--- config.mk ---
export PLATFORM = sky130hd
export DESIGN_NAME = wb_rr_arbiter_flat
export DESIGN_NICKNAME = d
export VERILOG_FILES = /design/src/rtl/wb_rr_arbiter_if.sv /design/src/rtl/wb_rr_arbiter.sv /design/src/flat_wrapper.sv
export SDC_FILE = /design/constraint.sdc
export NUM_CORES = 1
export LEC_CHECK = 0
export CAP_MARGIN = 20
export CORE_MARGIN = 4
export CORE_UTILIZATION = 26
export DETAILED_ROUTE_END_ITERATION = 10
export GPL_TIMING_DRIVEN = 0
export MAX_ROUTING_LAYER = met4
export PLACE_DENSITY = 0.89
export SLEW_MARGIN = 25
export SYNTH_ARGS = -nofsm -noshare
export SYNTH_HDL_FRONTEND = slang
export SYNTH_SLANG_ARGS = --single-unit
--- constraint.sdc ---
create_clock -name clk_i -period 2.6 [get_ports clk_i]
set_input_delay 0.52 -clock clk_i [delete_from_list [all_inputs] [get_ports clk_i]]
set_output_delay 0.52 -clock clk_i [all_outputs]
set_load 0.05 [all_outputs]
--- src/rtl/wb_rr_arbiter_if.sv ---
// Wishbone bundle shared by N_MASTERS masters and one slave port around the
// round-robin arbiter. The slave modport is the arbiter's own view. It is a
// slave to the masters and drives the shared slave port. The master modport
// is the opposite view, used by whatever drives the masters and the slave.
interface wb_arb_if #(
    parameter int N_MASTERS  = 2,
    parameter int ADDR_WIDTH = 32,
    parameter int DATA_WIDTH = 16
);
    logic [N_MASTERS-1:0]            m_cyc_i;
    logic [N_MASTERS-1:0]            m_stb_i;
    logic [N_MASTERS-1:0]            m_we_i;
    logic [N_MASTERS*ADDR_WIDTH-1:0] m_adr_i;
    logic [N_MASTERS*DATA_WIDTH-1:0] m_dat_i;
    logic [N_MASTERS-1:0]            m_ack_o;
    logic [N_MASTERS-1:0]            m_err_o;
    logic [DATA_WIDTH-1:0]           m_dat_o;
    logic [N_MASTERS-1:0]            gnt_o;
    logic                            s_cyc_o;
    logic                            s_stb_o;
    logic                            s_we_o;
    logic [ADDR_WIDTH-1:0]           s_adr_o;
    logic [DATA_WIDTH-1:0]           s_dat_o;
    logic                            s_ack_i;
    logic [DATA_WIDTH-1:0]           s_dat_i;

    modport slave (
        input  m_cyc_i, m_stb_i, m_we_i, m_adr_i, m_dat_i, s_ack_i, s_dat_i,
        output m_ack_o, m_err_o, m_dat_o, gnt_o,
               s_cyc_o, s_stb_o, s_we_o, s_adr_o, s_dat_o
    );

    modport master (
        output m_cyc_i, m_stb_i, m_we_i, m_adr_i, m_dat_i, s_ack_i, s_dat_i,
        input  m_ack_o, m_err_o, m_dat_o, gnt_o,
               s_cyc_o, s_stb_o, s_we_o, s_adr_o, s_dat_o
    );
endinterface

--- src/rtl/wb_rr_arbiter.sv ---
// Round-robin Wishbone arbiter. It has a registered grant and a
// combinational datapath. The grant is held for a whole cyc assertion. When
// the owner drops cyc, the next master is handed the bus at that same edge.
// Optional watchdog: define WB_ARB_TIMEOUT_EN. It releases and blocks an
// owner whose strobe goes unacknowledged for TIMEOUT_CYCLES cycles. The
// blocked master cannot win again until it drops cyc.
module wb_rr_arbiter #(
    parameter int N_MASTERS      = 2,
    parameter int ADDR_WIDTH     = 32,
    parameter int DATA_WIDTH     = 16,
    parameter int TIMEOUT_CYCLES = 64
) (
    input logic   clk_i,
    input logic   rst_i,
    wb_arb_if.slave bus
);
    localparam int IW = (N_MASTERS > 1) ? $clog2(N_MASTERS) : 1;

    typedef enum logic {IDLE, OWNED} state_t;

    state_t               state;
    logic [IW-1:0]        own;
    logic [IW-1:0]        last;
    logic [N_MASTERS-1:0] block;
    logic [N_MASTERS-1:0] gnt_q;
    logic [N_MASTERS-1:0] own_oh;
    logic [N_MASTERS-1:0] req;
    logic [N_MASTERS-1:0] req_arb;
    logic                 timeout;
    logic                 arb_now;
    logic                 found;
    logic [IW-1:0]        winner;

    if (N_MASTERS < 2 || N_MASTERS > 4 || TIMEOUT_CYCLES < 2) begin : g_bad_cfg
        $error("wb_rr_arbiter: N_MASTERS must be 2..4 and TIMEOUT_CYCLES >= 2");
    end

    assign own_oh  = {{(N_MASTERS-1){1'b0}}, 1'b1} << own;
    assign req     = bus.m_cyc_i & ~block;
    // A timed-out owner still holds cyc, so it has to be masked out explicitly.
    assign req_arb = timeout ? (req & ~own_oh) : req;
    assign arb_now = (state == IDLE) || !bus.m_cyc_i[own] || timeout;

    // Rotating priority scan that starts just after the previous winner.
    always_comb begin
        int            idx;
        logic [IW-1:0] cand;
        found  = 1'b0;
        winner = '0;
        idx    = 0;
        cand   = '0;
        for (int i = 1; i <= N_MASTERS; i++) begin
            idx  = (int'(last) + i) % N_MASTERS;
            cand = IW'(idx);
            if (!found && req_arb[cand]) begin
                found  = 1'b1;
                winner = cand;
            end
        end
    end

    // Arbitration state, grant register and block mask.
    always_ff @(posedge clk_i) begin
        if (rst_i) begin
            state <= IDLE;
            own   <= '0;
            last  <= IW'(N_MASTERS - 1);
            block <= '0;
            gnt_q <= '0;
        end else begin
            block <= (block & bus.m_cyc_i) | (timeout ? own_oh : '0);
            if (arb_now) begin
                if (found) begin
                    state <= OWNED;
                    own   <= winner;
                    last  <= winner;
                    gnt_q <= {{(N_MASTERS-1){1'b0}}, 1'b1} << winner;
                end else begin
                    state <= IDLE;
                    gnt_q <= '0;
                end
            end
        end
    end

`ifdef WB_ARB_TIMEOUT_EN
    localparam int CW = $clog2(TIMEOUT_CYCLES + 1);

    logic [CW-1:0]        wd_cnt;
    logic [N_MASTERS-1:0] err_q;

    assign timeout = (state == OWNED) && bus.s_stb_o && !bus.s_ack_i &&
                     (wd_cnt == CW'(TIMEOUT_CYCLES - 1));
    assign bus.m_err_o = err_q;

    // Count consecutive unacknowledged strobe cycles of the current owner.
    always_ff @(posedge clk_i) begin
        if (rst_i) begin
            wd_cnt <= '0;
            err_q  <= '0;
        end else begin
            err_q <= timeout ? own_oh : '0;
            if (arb_now || bus.s_ack_i || !bus.s_stb_o) begin
                wd_cnt <= '0;
            end else begin
                wd_cnt <= wd_cnt + 1'b1;
            end
        end
    end
`else
    assign timeout     = 1'b0;
    assign bus.m_err_o = '0;
`endif

    assign bus.gnt_o   = gnt_q;
    assign bus.m_dat_o = bus.s_dat_i;

    // Route the owner's bus to the slave and the slave's ack back to it.
    always_comb begin
        bus.s_cyc_o = 1'b0;
        bus.s_stb_o = 1'b0;
        bus.s_we_o  = 1'b0;
        bus.s_adr_o = '0;
        bus.s_dat_o = '0;
        bus.m_ack_o = '0;
        if (state == OWNED) begin
            bus.s_cyc_o = bus.m_cyc_i[own];
            bus.s_stb_o = bus.m_stb_i[own];
            bus.s_we_o  = bus.m_we_i[own];
            bus.s_adr_o = bus.m_adr_i[own*ADDR_WIDTH +: ADDR_WIDTH];
            bus.s_dat_o = bus.m_dat_i[own*DATA_WIDTH +: DATA_WIDTH];
            bus.m_ack_o = bus.s_ack_i ? own_oh : '0;
        end
    end
endmodule

--- src/flat_wrapper.sv ---
// flat-port wrapper written by rule: the top's interface ports become plain ports
module wb_rr_arbiter_flat 
#(
    parameter int N_MASTERS      = 2,
    parameter int ADDR_WIDTH     = 32,
    parameter int DATA_WIDTH     = 16,
    parameter int TIMEOUT_CYCLES = 64
)
  (clk_i, rst_i, bus_m_cyc_i, bus_m_stb_i, bus_m_we_i, bus_m_adr_i, bus_m_dat_i, bus_s_ack_i, bus_s_dat_i, bus_m_ack_o, bus_m_err_o, bus_m_dat_o, bus_gnt_o, bus_s_cyc_o, bus_s_stb_o, bus_s_we_o, bus_s_adr_o, bus_s_dat_o);
  wb_arb_if #(.N_MASTERS(N_MASTERS), .ADDR_WIDTH(ADDR_WIDTH), .DATA_WIDTH(DATA_WIDTH)) bus_i ();
  input logic clk_i;
  input logic rst_i;
  input wire logic [$bits(bus_i.m_cyc_i)-1:0] bus_m_cyc_i;
  input wire logic [$bits(bus_i.m_stb_i)-1:0] bus_m_stb_i;
  input wire logic [$bits(bus_i.m_we_i)-1:0] bus_m_we_i;
  input wire logic [$bits(bus_i.m_adr_i)-1:0] bus_m_adr_i;
  input wire logic [$bits(bus_i.m_dat_i)-1:0] bus_m_dat_i;
  input wire logic [$bits(bus_i.s_ack_i)-1:0] bus_s_ack_i;
  input wire logic [$bits(bus_i.s_dat_i)-1:0] bus_s_dat_i;
  output wire logic [$bits(bus_i.m_ack_o)-1:0] bus_m_ack_o;
  output wire logic [$bits(bus_i.m_err_o)-1:0] bus_m_err_o;
  output wire logic [$bits(bus_i.m_dat_o)-1:0] bus_m_dat_o;
  output wire logic [$bits(bus_i.gnt_o)-1:0] bus_gnt_o;
  output wire logic [$bits(bus_i.s_cyc_o)-1:0] bus_s_cyc_o;
  output wire logic [$bits(bus_i.s_stb_o)-1:0] bus_s_stb_o;
  output wire logic [$bits(bus_i.s_we_o)-1:0] bus_s_we_o;
  output wire logic [$bits(bus_i.s_adr_o)-1:0] bus_s_adr_o;
  output wire logic [$bits(bus_i.s_dat_o)-1:0] bus_s_dat_o;
  assign bus_i.m_cyc_i = bus_m_cyc_i;
  assign bus_i.m_stb_i = bus_m_stb_i;
  assign bus_i.m_we_i = bus_m_we_i;
  assign bus_i.m_adr_i = bus_m_adr_i;
  assign bus_i.m_dat_i = bus_m_dat_i;
  assign bus_i.s_ack_i = bus_s_ack_i;
  assign bus_i.s_dat_i = bus_s_dat_i;
  assign bus_m_ack_o = bus_i.m_ack_o;
  assign bus_m_err_o = bus_i.m_err_o;
  assign bus_m_dat_o = bus_i.m_dat_o;
  assign bus_gnt_o = bus_i.gnt_o;
  assign bus_s_cyc_o = bus_i.s_cyc_o;
  assign bus_s_stb_o = bus_i.s_stb_o;
  assign bus_s_we_o = bus_i.s_we_o;
  assign bus_s_adr_o = bus_i.s_adr_o;
  assign bus_s_dat_o = bus_i.s_dat_o;
  wb_rr_arbiter #(.N_MASTERS(N_MASTERS), .ADDR_WIDTH(ADDR_WIDTH), .DATA_WIDTH(DATA_WIDTH), .TIMEOUT_CYCLES(TIMEOUT_CYCLES)) u_core (.clk_i(clk_i), .rst_i(rst_i), .bus(bus_i));
endmodule
# Yosys cells after proc, flatten, opt, wreduce, memory -nomap -nowiden
# Index checks and enable logic that the tools add are counted.
[totals]
register_bits = 7
input_bits = 121
out_inout_bits = 73
[classes]
add_sub_neg = 2
n_bitwise = 4
reduce_logical = 5
n_shift = 4
order_cmp = 3
mux = 23
[ops]
columns = ["cell", "count"]
rows = [
  ["64-bit by 7-bit indexed part select with 32-bit output", 1],
  ["32-bit two-way mux", 1],
  ["32-bit by 6-bit indexed part select with 16-bit output", 1],
  ["1-bit two-way mux", 18],
  ["16-bit two-way mux", 1],
  ["1-bit by 2-bit < comparator with 1-bit output (second input constant)", 3],
  ["2-bit two-way mux", 3],
  ["2-bit bitwise AND", 2],
  ["1-bit by 1-bit left shift with 2-bit output (first input constant)", 2],
  ["1-bit adder (second input constant)", 2],
  ["1-bit logical NOT", 2],
  ["2-bit inverter", 1],
  ["2-bit AND reduction", 1],
  ["1-bit logical AND", 1],
  ["1-bit logical OR", 1],
  ["1-bit inverter", 1],
]

# Depth between registers and ports, before layout
# Gate-level depths: netlist of run 1.
[depth]
ltp_word = 10
depth_mapped = 6
ltp_nobuf = 5

# Worst setup path before layout of run 1
# No wires, ideal clock.
[synth_path]
path_type = "register to output"
start = "register u_core.own"
end = "output port bus_s_adr_o[0]"
n_path_buf = 2
slack_ns = 0.548
arrival_time_ns = 1.532
t_required_ns = 2.080
stages_incl_launch_ff = 5
path_cell_list = "dfxtp_1 buf_6 buf_2 mux2i_1 nor2b_1"
[synth_via]
elab_chain_cells = 2
[synth_lines]
columns = ["element", "line", "source"]
rows = [
  ["start, declared", "wb_rr_arbiter.sv:22", "logic [IW-1:0] own;"],
  ["start signal, assigned", "wb_rr_arbiter.sv:75", "own <= winner;"],
  ["64-bit by 7-bit indexed part select with 32-bit output", "wb_rr_arbiter.sv:130", "bus.s_adr_o = bus.m_adr_i[own*ADDR_WIDTH +: ADDR_WIDTH];"],
  ["32-bit two-way mux", "wb_rr_arbiter.sv:126", "if (state == OWNED) begin"],
  ["end, declared", "flat_wrapper.sv:27", "output wire logic [$bits(bus_i.s_adr_o)-1:0] bus_s_adr_o;"],
]
# No other way between the ends.

# Worst setup path in the final report of run 1
[layout_path]
start = "input port bus_m_stb_i[1]"
end = "output port bus_s_stb_o"
[layout_via]
elab_chain_cells = 3
[layout_lines]
columns = ["element", "line", "source"]
rows = [
  ["start, declared", "flat_wrapper.sv:14", "input wire logic [$bits(bus_i.m_stb_i)-1:0] bus_m_stb_i;"],
  ["1-bit two-way mux (not written as such) (2 in series)", "wb_rr_arbiter.sv:128", "bus.s_stb_o = bus.m_stb_i[own];"],
  ["1-bit two-way mux", "wb_rr_arbiter.sv:126", ""],
  ["end, declared", "flat_wrapper.sv:25", "output wire logic [$bits(bus_i.s_stb_o)-1:0] bus_s_stb_o;"],
]
# No other way between the ends. The select of a mux whose other input is x is not followed.

==> results by group, run 1 <==
Yosys
  – Cells after Synth: 167
  – Seq/Total Area, Yosys: 10.5%
  – Synthesized flop and latch total: 7
  – Post-synth top area cell: mux2i_1
  – Synth top area share: 37.6%
  – Synth Cell Area: approximately 1300 µm²
  – Main synth FF type: dfxtp_1
  – Average size of a mapped cell: between 7 and 8 µm²
  – Synth top area cells: mux2i_1, nor2b_1, dfxtp_1
  – Synth unique cells: 23
  – Post-synth EDFFs: 0
  – Post-synth ARST share: 0%
  – Ys Warns: 0

Global route
  – Vias in the first global route: 1815
  – First-pass GRT wire length: 8970 µm
  – Initial antenna violation count: 0
  – Remaining global-route overflow: 0
  – Total track usage: a little under a fifth
  – Largest net degree at the start of global routing: 11

Clock network
  – TritonCTS buffer count: 3
  – CTS H-tree lvls: 1
  – CTS tree: built
  – Worst-skew pair later-pin latency: 0.23 ns
  – CTS sink count: 7
  – Clock Pin Slew Worst Setup and Hold Paths: 0.04 ns
  – Post-CTS Hold Fix Bufs: 0
  – Clk buf depth: 2
  – Root Buffer: clkbuf_8

Worst setup path
  – Maximum fanout along the worst path: 1
  – CP startpoint kind: input port
  – RR Startpoint: u_core.state
  – Worst setup EP type: primary output
  – WP data arrival: about 2.0 ns
  – R2R setup slack: 1.27 ns
  – CP Class: in2out
  – Worst EP required: 2.08 ns
  – R2r endpoint: u_core.last
  – Reg2reg path depth: 3

Detailed routing
  – Vias per cell: between 4 and 5
  – Final WL: ~6200 µm
  – Antenna viol nets, final: 0
  – Drt initial violations: 26
  – Drt drc: 0
  – Drt wl/cell: 15.0 µm
  – Pre-Repair DR Iteration Count: 4
  – Detailed-route via count: 1787

Min path
  – Worst min-delay path class: reg2reg
  – Hold path cells: 2
  – Hold path endpoint: u_core.block[1]
  – Min-Delay Startpoint: u_core.block[1]

Finish
  – # diodes: 0
  – Nets: between 400 and 500
  – Layout Area Growth over Synthesis: 136%
  – Most frequent cells in the layout: clkdlybuf4s50_1, nor2b_1, mux2i_1
  – Commonest non-fill, non-tap cell in the layout: clkdlybuf4s50_1
  – Final core occ: 64.7%
  – Share of layout cells above drive strength 1: 10.1%

Timing
  – Final Max Tran Viols: 0
  – Setup ws final: ~0.080 ns
  – Max Freq: roughly 400 MHz
  – Unrepaired setup endpoints after global routing: no
  – Tmin final: 2.52 ns
  – Fin Setup TNS: 0 ns
  – Worst Skew: 0.00466 ns
  – Slew headroom: 64.5%
  – Final Cycle Share: 96.9%
  – Hold Vio Cnt, Final: 0
  – Final setup fails: 0
  – Slew @ Worst Pin: 0.531 ns

Die
  – Row cnt: 25
  – Initial Utilization: 27.5%
  – Core Region: 4850 µm²
  – Top Ports: 194
  – Die X: 79.6 µm
  – Die Area: 6330 µm²
  – DIE HEIGHT: roughly 80 µm

Power and ir drop
  – PwrDens: 347 nW/µm²
  – Post-layout power: 1.09 mW
  – Maximum vdd drop: around 0.31 mV
  – P_leak: approximately 1.4 nW

Placed design
  – # port buffers: 174
  – Final GP Congestion: 0.795
  – HPWL after DPL: 5430 µm
  – Setup Slack @ Placement: -0.223 ns

Flow run
  – Max-cap violations: 0

Outcome
  – Status: finished, final reports clean
[through the flow]
step,cell area (µm²),hold WS (ns),std cells
after floorplan,1340,0.405,168
after global placement,3160,0.417,409
after detailed placement,3160,0.425,409
after CTS,3140,0.431,413
after global routing,3140,0.458,413
final,3140,0.428,413
[layer usage]
layer / GRT usage, % / routed length, µm
met2: 35.1 / 3330
met5: - / 0
met3: 3.72 / 600
met4: 3.78 / 85
met1: 18.7 / 2180
[registers in the layout, summed over array words and instances (netlist names)]
register          cells
u_core.block          2
u_core.bus.gnt_o      2
u_core.last           1
u_core.own            1
u_core.state          1
[cell usage after synthesis, drive strengths merged (2+ instances only)]
| library cell | count |
|---|---|
| nor2b | 51 |
| mux2i | 50 |
| buf | 24 |
| clkbuf | 7 |
| dfxtp | 7 |
| nand2 | 6 |
| nor2 | 5 |
| a21oi | 3 |
| nand2b | 3 |
| inv | 2 |
| o32ai | 2 |
[what timing repair did]
action | 4_1_cts | 5_1_grt
endpoints found under the setup margin | 51 | 13
gates resized for setup | 51 | 17
setup buffers | 0 | 0
endpoints found under the hold margin | 0 | 0
cloned | 0 | 0
[cells by family (layout without fill, tap and decap cells)]
logic type	after synthesis	count (layout)	share of synthesized area, %
compound gates	8	8	5.73
other cells	1	2	0.282
buf+inv	33	211	15.4
simple gates	67	67	29.6
mux	51	51	38.4
flops	7	7	10.5
[how the worst max path moves through the flow]
stage | from | to
floorplan | u_core.own | bus_s_adr_o[0]
global placement | bus_m_cyc_i[0] | bus_s_cyc_o
detailed placement | bus_m_cyc_i[0] | bus_s_cyc_o
CTS | u_core.own | bus_m_ack_o[1]
global route | u_core.state | bus_s_adr_o[12]
finish | bus_m_stb_i[1] | bus_s_stb_o
[area by class of cell]
cell class              instances  area [µm²]
clock buffers                   4        45.0
plain buffers                  31         198
repair buffers                174        1680
inverters                       2        7.51
flip-flops and latches          7         140
well taps                      67        83.8
multi-input cells             128         990
fillers                       448        1710
[worst max-delay path, cell delays in order]
cell	delay, ns
clkdlybuf4s50_1	0.46
mux2i_1	0.07
nor2b_1	0.11
clkdlybuf4s50_1	0.83
[report_power, final]
group	switching, mW	internal, mW	total, mW	leakage [nW]
registers	0.00355	0.116	0.119	0.0577
clock network	0.0483	0.106	0.154	0.0228
logic	0.473	0.344	0.816	1.29
Note: power is estimated with default switching activity, not from simulation.
==> inputs of run 2 (changes only) <==
CTS_CLUSTER_DIAMETER = 40   (was default)
GPL_TIMING_DRIVEN = default   (was 0)
==> results by group, run 2 (synthesis results as in run 1) <==
Outcome
  – Status: finished, final reports clean

Detailed routing
  – Drt drc: 0 (unchanged)
  – Highest routed layer: met4
  – Drt initial violations: 41 (+58%)
  – Met3 WL: 512 µm (-15%)
  – Pre-Repair DR Iteration Count: 4 (unchanged)
  – Antenna viol nets, final: 0 (unchanged)
  – Met2 wire len: 3570 µm (+7.3%)
  – Detailed-route via count: 1686 (-5.7%)
  – Vias per cell: 4.56 (+5.3%)
  – WL met1: 2240 µm (+2.6%)
  – Final WL: 6440 µm (+3.9%)
  – Drt wl/cell: 17.4 µm (+16%)

Min path
  – Hold path cells: 2 (unchanged)
  – Worst min-delay path class: reg2reg

Global route
  – First-pass GRT wire length: 9220 µm (+2.8%)
  – Total track usage: 18.9% (+0.79 points)
  – Largest net degree at the start of global routing: 55 (+44)
  – Remaining global-route overflow: 0 (unchanged)
  – Initial antenna violation count: 0 (unchanged)
  – Vias in the first global route: 1739 (-4.2%)

Power and ir drop
  – Maximum vdd drop: 0.399 mV (+30%)
  – P_leak: 1.30 nW (-5.5%)
  – PwrDens: 360 nW/µm² (+3.7%)
  – Post-layout power: 1.23 mW (+13%)

Timing
  – Final setup fails: 0 (unchanged)
  – Final Cycle Share: 88.2% (-8.7 points)
  – Slew @ Worst Pin: 0.608 ns (+0.0779 ns)
  – WHS: 0.433 ns (+0.00455 ns)
  – Final Max Tran Viols: 0 (unchanged)
  – Unrepaired setup endpoints after global routing: no
  – Slew headroom: 59.4% (-5.1 points)
  – Tmin final: 2.29 ns (-0.225 ns)
  – Max Freq: 436 MHz (+9.8%)
  – Fin Setup TNS: 0 ns (unchanged)
  – Worst Skew: 0.00276 ns (-0.00190 ns)
  – Setup ws final: 0.306 ns (+0.225 ns)
  – Hold Vio Cnt, Final: 0 (unchanged)

Worst setup path
  – CP Class: reg2out
  – Maximum fanout along the worst path: 36 (+35)
  – Worst EP required: 2.08 ns (about the same)
  – Worst setup EP type: primary output
  – R2R setup slack: 0.93 ns (-0.34 ns)
  – WP data arrival: 1.77 ns (-0.23 ns)
  – CP startpoint kind: flop
  – Reg2reg path depth: 4 (+1)

Die
  – DIE HEIGHT: 79.6 µm (unchanged)
  – Initial Utilization: 27.5% (unchanged)
  – Die Area: 6330 µm² (unchanged)
  – Top Ports: 194 (unchanged)
  – Row cnt: 25 (unchanged)
  – Die X: 79.6 µm (unchanged)
  – Core Region: 4850 µm² (unchanged)

Finish
  – Most frequent cells in the layout: clkdlybuf4s50_1, buf_12, nor2b_1
  – Share of layout cells above drive strength 1: 21.1% (+11 points)
  – Final core occ: 70.7% (+5.9 points)
  – Nets: 425 (-9.2%)
  – Final Non-Filler Cells: 370 (-10%)
  – Layout Area Growth over Synthesis: 157%
  – Area of all placed cells without fillers: 3430 µm² (+9.2%)
  – # diodes: 0 (unchanged)
  – Commonest non-fill, non-tap cell in the layout: clkdlybuf4s50_1

Clock network
  – Post-CTS Hold Fix Bufs: 0 (unchanged)
  – Clk buf depth: 2 (unchanged)
  – Post-CTS setup buffers: 0 (unchanged)
  – CTS sink count: 7 (unchanged)
  – Root Buffer: clkbuf_8
  – TritonCTS buffer count: 3 (unchanged)
  – CTS tree: built
  – Worst-skew pair later-pin latency: 0.23 ns (about the same)
  – PostCTS Resize Cnt: 0 (-100%)
  – CTS H-tree lvls: 1 (unchanged)
  – Clock Pin Slew Worst Setup and Hold Paths: 0.04 ns (about the same)

Placed design
  – Setup Slack @ Placement: 0.316 ns (+0.538 ns)
  – Final GP Congestion: 0.750 (-5.7%)
  – Placement Cell Area: 3380 µm² (+7.0%)
  – HPWL after DPL: 5390 µm (-0.74%)
  – # port buffers: 159 (-8.6%)
  – Placed insts: 366 (-11%)

Flow run
  – Max-cap violations: 0 (unchanged)
==> run 2: changes by cell type in the layout (fill, tap and decap cells not counted), sizes merged <==
cell and delta:
dlygate4sd2 -39, buf +32, clkdlybuf4s50 -16, clkbuf -11, clkdlybuf4s15 -8, dlymetal6s2s -1
==> run 2: where the power goes <==
| group | switching (mW) | internal, mW | total [mW] |
|---|---|---|---|
| Combinational | 0.446 | 0.491 | 0.937 |
| Sequential | 0.0247 | 0.116 | 0.140 |
| Clock | 0.0505 | 0.106 | 0.157 |
| Total | 0.521 | 0.713 | 1.23 |
==> run 2: per-layer routing <==
metal  up-vias  track usage [%]
met5         -                -
met4         0             4.30
met3        11             3.50
met2        91             36.9
met1       775             19.4
li1        809                -
==> run 2: worst paths after layout <==
| kind | start | endpoint |
|---|---|---|
| hold reg to reg | u_core.block[1] | u_core.block[1] |
| setup reg to reg | u_core.own | u_core.last |
| hold / removal | u_core.block[1] | u_core.block[1] |
| setup / recovery | u_core.own | bus_s_adr_o[22] |
==> run 2: worst max-delay path, cell delays in order, from the launching register on <==
cell     delay [ns]
dfxtp_4        0.74
buf_12         0.26
mux2i_1        0.26
nor2b_1        0.11
buf_12         0.16
==> run 2: final cells by class <==
class	count	area, µm²
multi-input cells	128	990
repair buffers	162	2160
clock buffers	4	45.0
inverters	2	7.51
well taps	67	83.8
flip-flops and latches	7	144
fillers	322	1420
==> inputs of run 3 (changes only) <==
PLACE_DENSITY = 0.94   (was 0.89)
==> results by group, run 3 (synthesis results as in run 1) <==
Outcome
  – Status: finished, final reports clean

Worst setup path
  – Worst setup EP type: primary output
  – Crit-path max cell delay: 0.51 ns (-0.23 ns)
  – Reg2reg path depth: 5 (+1)
  – WP data arrival: 1.78 ns (about the same)
  – RR Startpoint: u_core.own
  – CP max stage cell: clkdlybuf4s50_1
  – CP Class: in2out
  – Worst EP required: 2.08 ns (about the same)
  – R2r endpoint: u_core.last
  – R2R setup slack: 0.81 ns (-0.12 ns)
  – Crit-path leading delay family: buffers and inverters
  – Buf/Inv on CP: 3 (+1)
  – CP startpoint kind: input port
  – Maximum fanout along the worst path: 5 (-86%)
  – Worst-path cell chain: clkdlybuf4s50_1, mux2_1, nand2_1, inv_2, buf_12

Detailed routing
  – Final WL: 5960 µm (-7.3%)
  – Met3 WL: 553 µm (+8.0%)
  – Drt drc: 0 (unchanged)
  – Pre-Repair DR Iteration Count: 4 (unchanged)
  – Vias per cell: 4.48 (-1.6%)
  – Drt initial violations: 39 (-4.9%)
  – Met2 wire len: 3340 µm (-6.5%)
  – Drt wl/cell: 16.1 µm (-7.3%)
  – Detailed-route via count: 1659 (-1.6%)
  – WL met1: 2000 µm (-10%)
  – Antenna viol nets, final: 0 (unchanged)
  – Highest routed layer: met4

Finish
  – Fillers: 334 (+3.7%)
  – Final core occ: 70.6% (about the same)
  – # diodes: 0 (unchanged)
  – Share of layout cells above drive strength 1: 21.1% (unchanged)
  – Nets: 425 (unchanged)
  – Commonest non-fill, non-tap cell in the layout: clkdlybuf4s50_1
  – Layout Area Growth over Synthesis: 157% (about the same)
  – Most frequent cells in the layout: clkdlybuf4s50_1, buf_12, nor2b_1

Die
  – Row cnt: 25 (unchanged)
  – Core Region: 4850 µm² (unchanged)
  – Die X: 79.6 µm (unchanged)
  – DIE HEIGHT: 79.6 µm (unchanged)
  – Top Ports: 194 (unchanged)
  – Die Area: 6330 µm² (unchanged)
  – Initial Utilization: 27.5% (unchanged)

Timing
  – Hold Vio Cnt, Final: 0 (unchanged)
  – Worst Skew: 0.000856 ns (-0.00191 ns)
  – Final Max Tran Viols: 0 (unchanged)
  – Slew @ Worst Pin: 0.499 ns (-0.110 ns)
  – Final setup fails: 0 (unchanged)
  – Final Cycle Share: 88.6% (+0.30 points)
  – Fin Setup TNS: 0 ns (unchanged)
  – Tmin final: 2.30 ns (+0.00788 ns)
  – Max Freq: 434 MHz (-0.34%)
  – Slew headroom: 66.6% (+7.2 points)
  – Unrepaired setup endpoints after global routing: no

Clock network
  – Post-CTS setup buffers: 0 (unchanged)
  – Worst-skew pair later-pin latency: 0.23 ns (about the same)
  – CTS H-tree lvls: 1 (unchanged)
  – Clock Pin Slew Worst Setup and Hold Paths: 0.04 ns (about the same)
  – CTS tree: built
  – Root Buffer: clkbuf_8
  – Clk buf depth: 2 (unchanged)
  – PostCTS Resize Cnt: 0 (unchanged)
  – Post-CTS Hold Fix Bufs: 0 (unchanged)
  – TritonCTS buffer count: 3 (unchanged)
  – CTS sink count: 7 (unchanged)

Global route
  – Total track usage: 17.8% (-1.1 points)
  – Initial antenna violation count: 0 (unchanged)
  – Remaining global-route overflow: 0 (unchanged)
  – Vias in the first global route: 1744 (+0.29%)
  – Largest net degree at the start of global routing: 55 (unchanged)
  – First-pass GRT wire length: 8740 µm (-5.2%)

Power and ir drop
  – PwrDens: 357 nW/µm² (-0.75%)
  – Maximum vdd drop: 0.306 mV (-23%)
  – P_leak: 1.29 nW (about the same)

Min path
  – Hold path endpoint: u_core.block[1]
  – Min-Delay Startpoint: u_core.block[1]
  – Hold path cells: 2 (unchanged)
  – Worst min-delay path class: reg2reg

Placed design
  – # port buffers: 159 (unchanged)
  – HPWL after DPL: 5150 µm (-4.4%)
  – Final GP Congestion: 0.778 (+3.7%)

Flow run
  – Max-cap violations: 0 (unchanged)
run 3: cell count changes in the layout (fill, tap and decap cells not counted):
cell and change:
dfxtp_2 +1, dfxtp_4 -1
run 3: layout make-up:
type | instances | area [µm²] | area share, %
tap | 67 | 83.8 | 2.45
clock buffer | 4 | 45.0 | 1.32
sequential | 7 | 141 | 4.13
inverter | 2 | 7.51 | 0.219
multi-input combinational | 128 | 990 | 28.9
timing repair buffer | 162 | 2160 | 63.0
run 3: where the power goes:
group / internal [mW] / switching (mW) / total [mW]
Sequential: 0.116 / 0.0125 / 0.128
Clock: 0.106 / 0.0464 / 0.152
Combinational: 0.491 / 0.452 / 0.943
Total: 0.713 / 0.511 / 1.22
run 3: per-stage QoR:
| step | setup slack [ns] | power [mW] | instance area, µm² | hold WS, ns | std cells |
|---|---|---|---|---|---|
| after global placement | 0.361 | 1.06 | 3380 | 0.421 | 366 |
| after CTS | 0.308 | 1.24 | 3420 | 0.430 | 370 |
| after floorplan | 0.548 | 0.636 | 1340 | 0.405 | 168 |
| final | 0.298 | 1.22 | 3420 | 0.429 | 370 |
| after global routing | 0.234 | 1.27 | 3420 | 0.453 | 370 |
| after detailed placement | 0.324 | 1.08 | 3380 | 0.424 | 366 |
run 3: worst max-delay path by stage:
stage                   startpoint        endpoint  slack, ns  depth (start not counted)
floorplan               u_core.own  bus_s_adr_o[0]       0.55                          4
finish              bus_m_cyc_i[0]     bus_s_cyc_o       0.30                          5
detailed placement  bus_m_cyc_i[0]     bus_s_cyc_o       0.32                          5
CTS                 bus_m_cyc_i[0]     bus_s_cyc_o       0.31                          5
global route        bus_m_cyc_i[0]     bus_s_cyc_o       0.23                          5
global placement    bus_m_cyc_i[0]     bus_s_cyc_o       0.36                          5
run 3: worst register-to-register path: stages, from the launching register on:
cell	delay [ns]
dfxtp_2	0.62
buf_12	0.31
nand2b_1	0.15
o32ai_4	0.15
nor2_2	0.10
a221o_1	0.34
run 3: routing by layer:
layer / vias to the layer above / GRT usage [%]
met5: - / -
met4: 0 / 4.12
met3: 7 / 2.93
met2: 99 / 35.4
met1: 743 / 17.9
li1: 810 / -
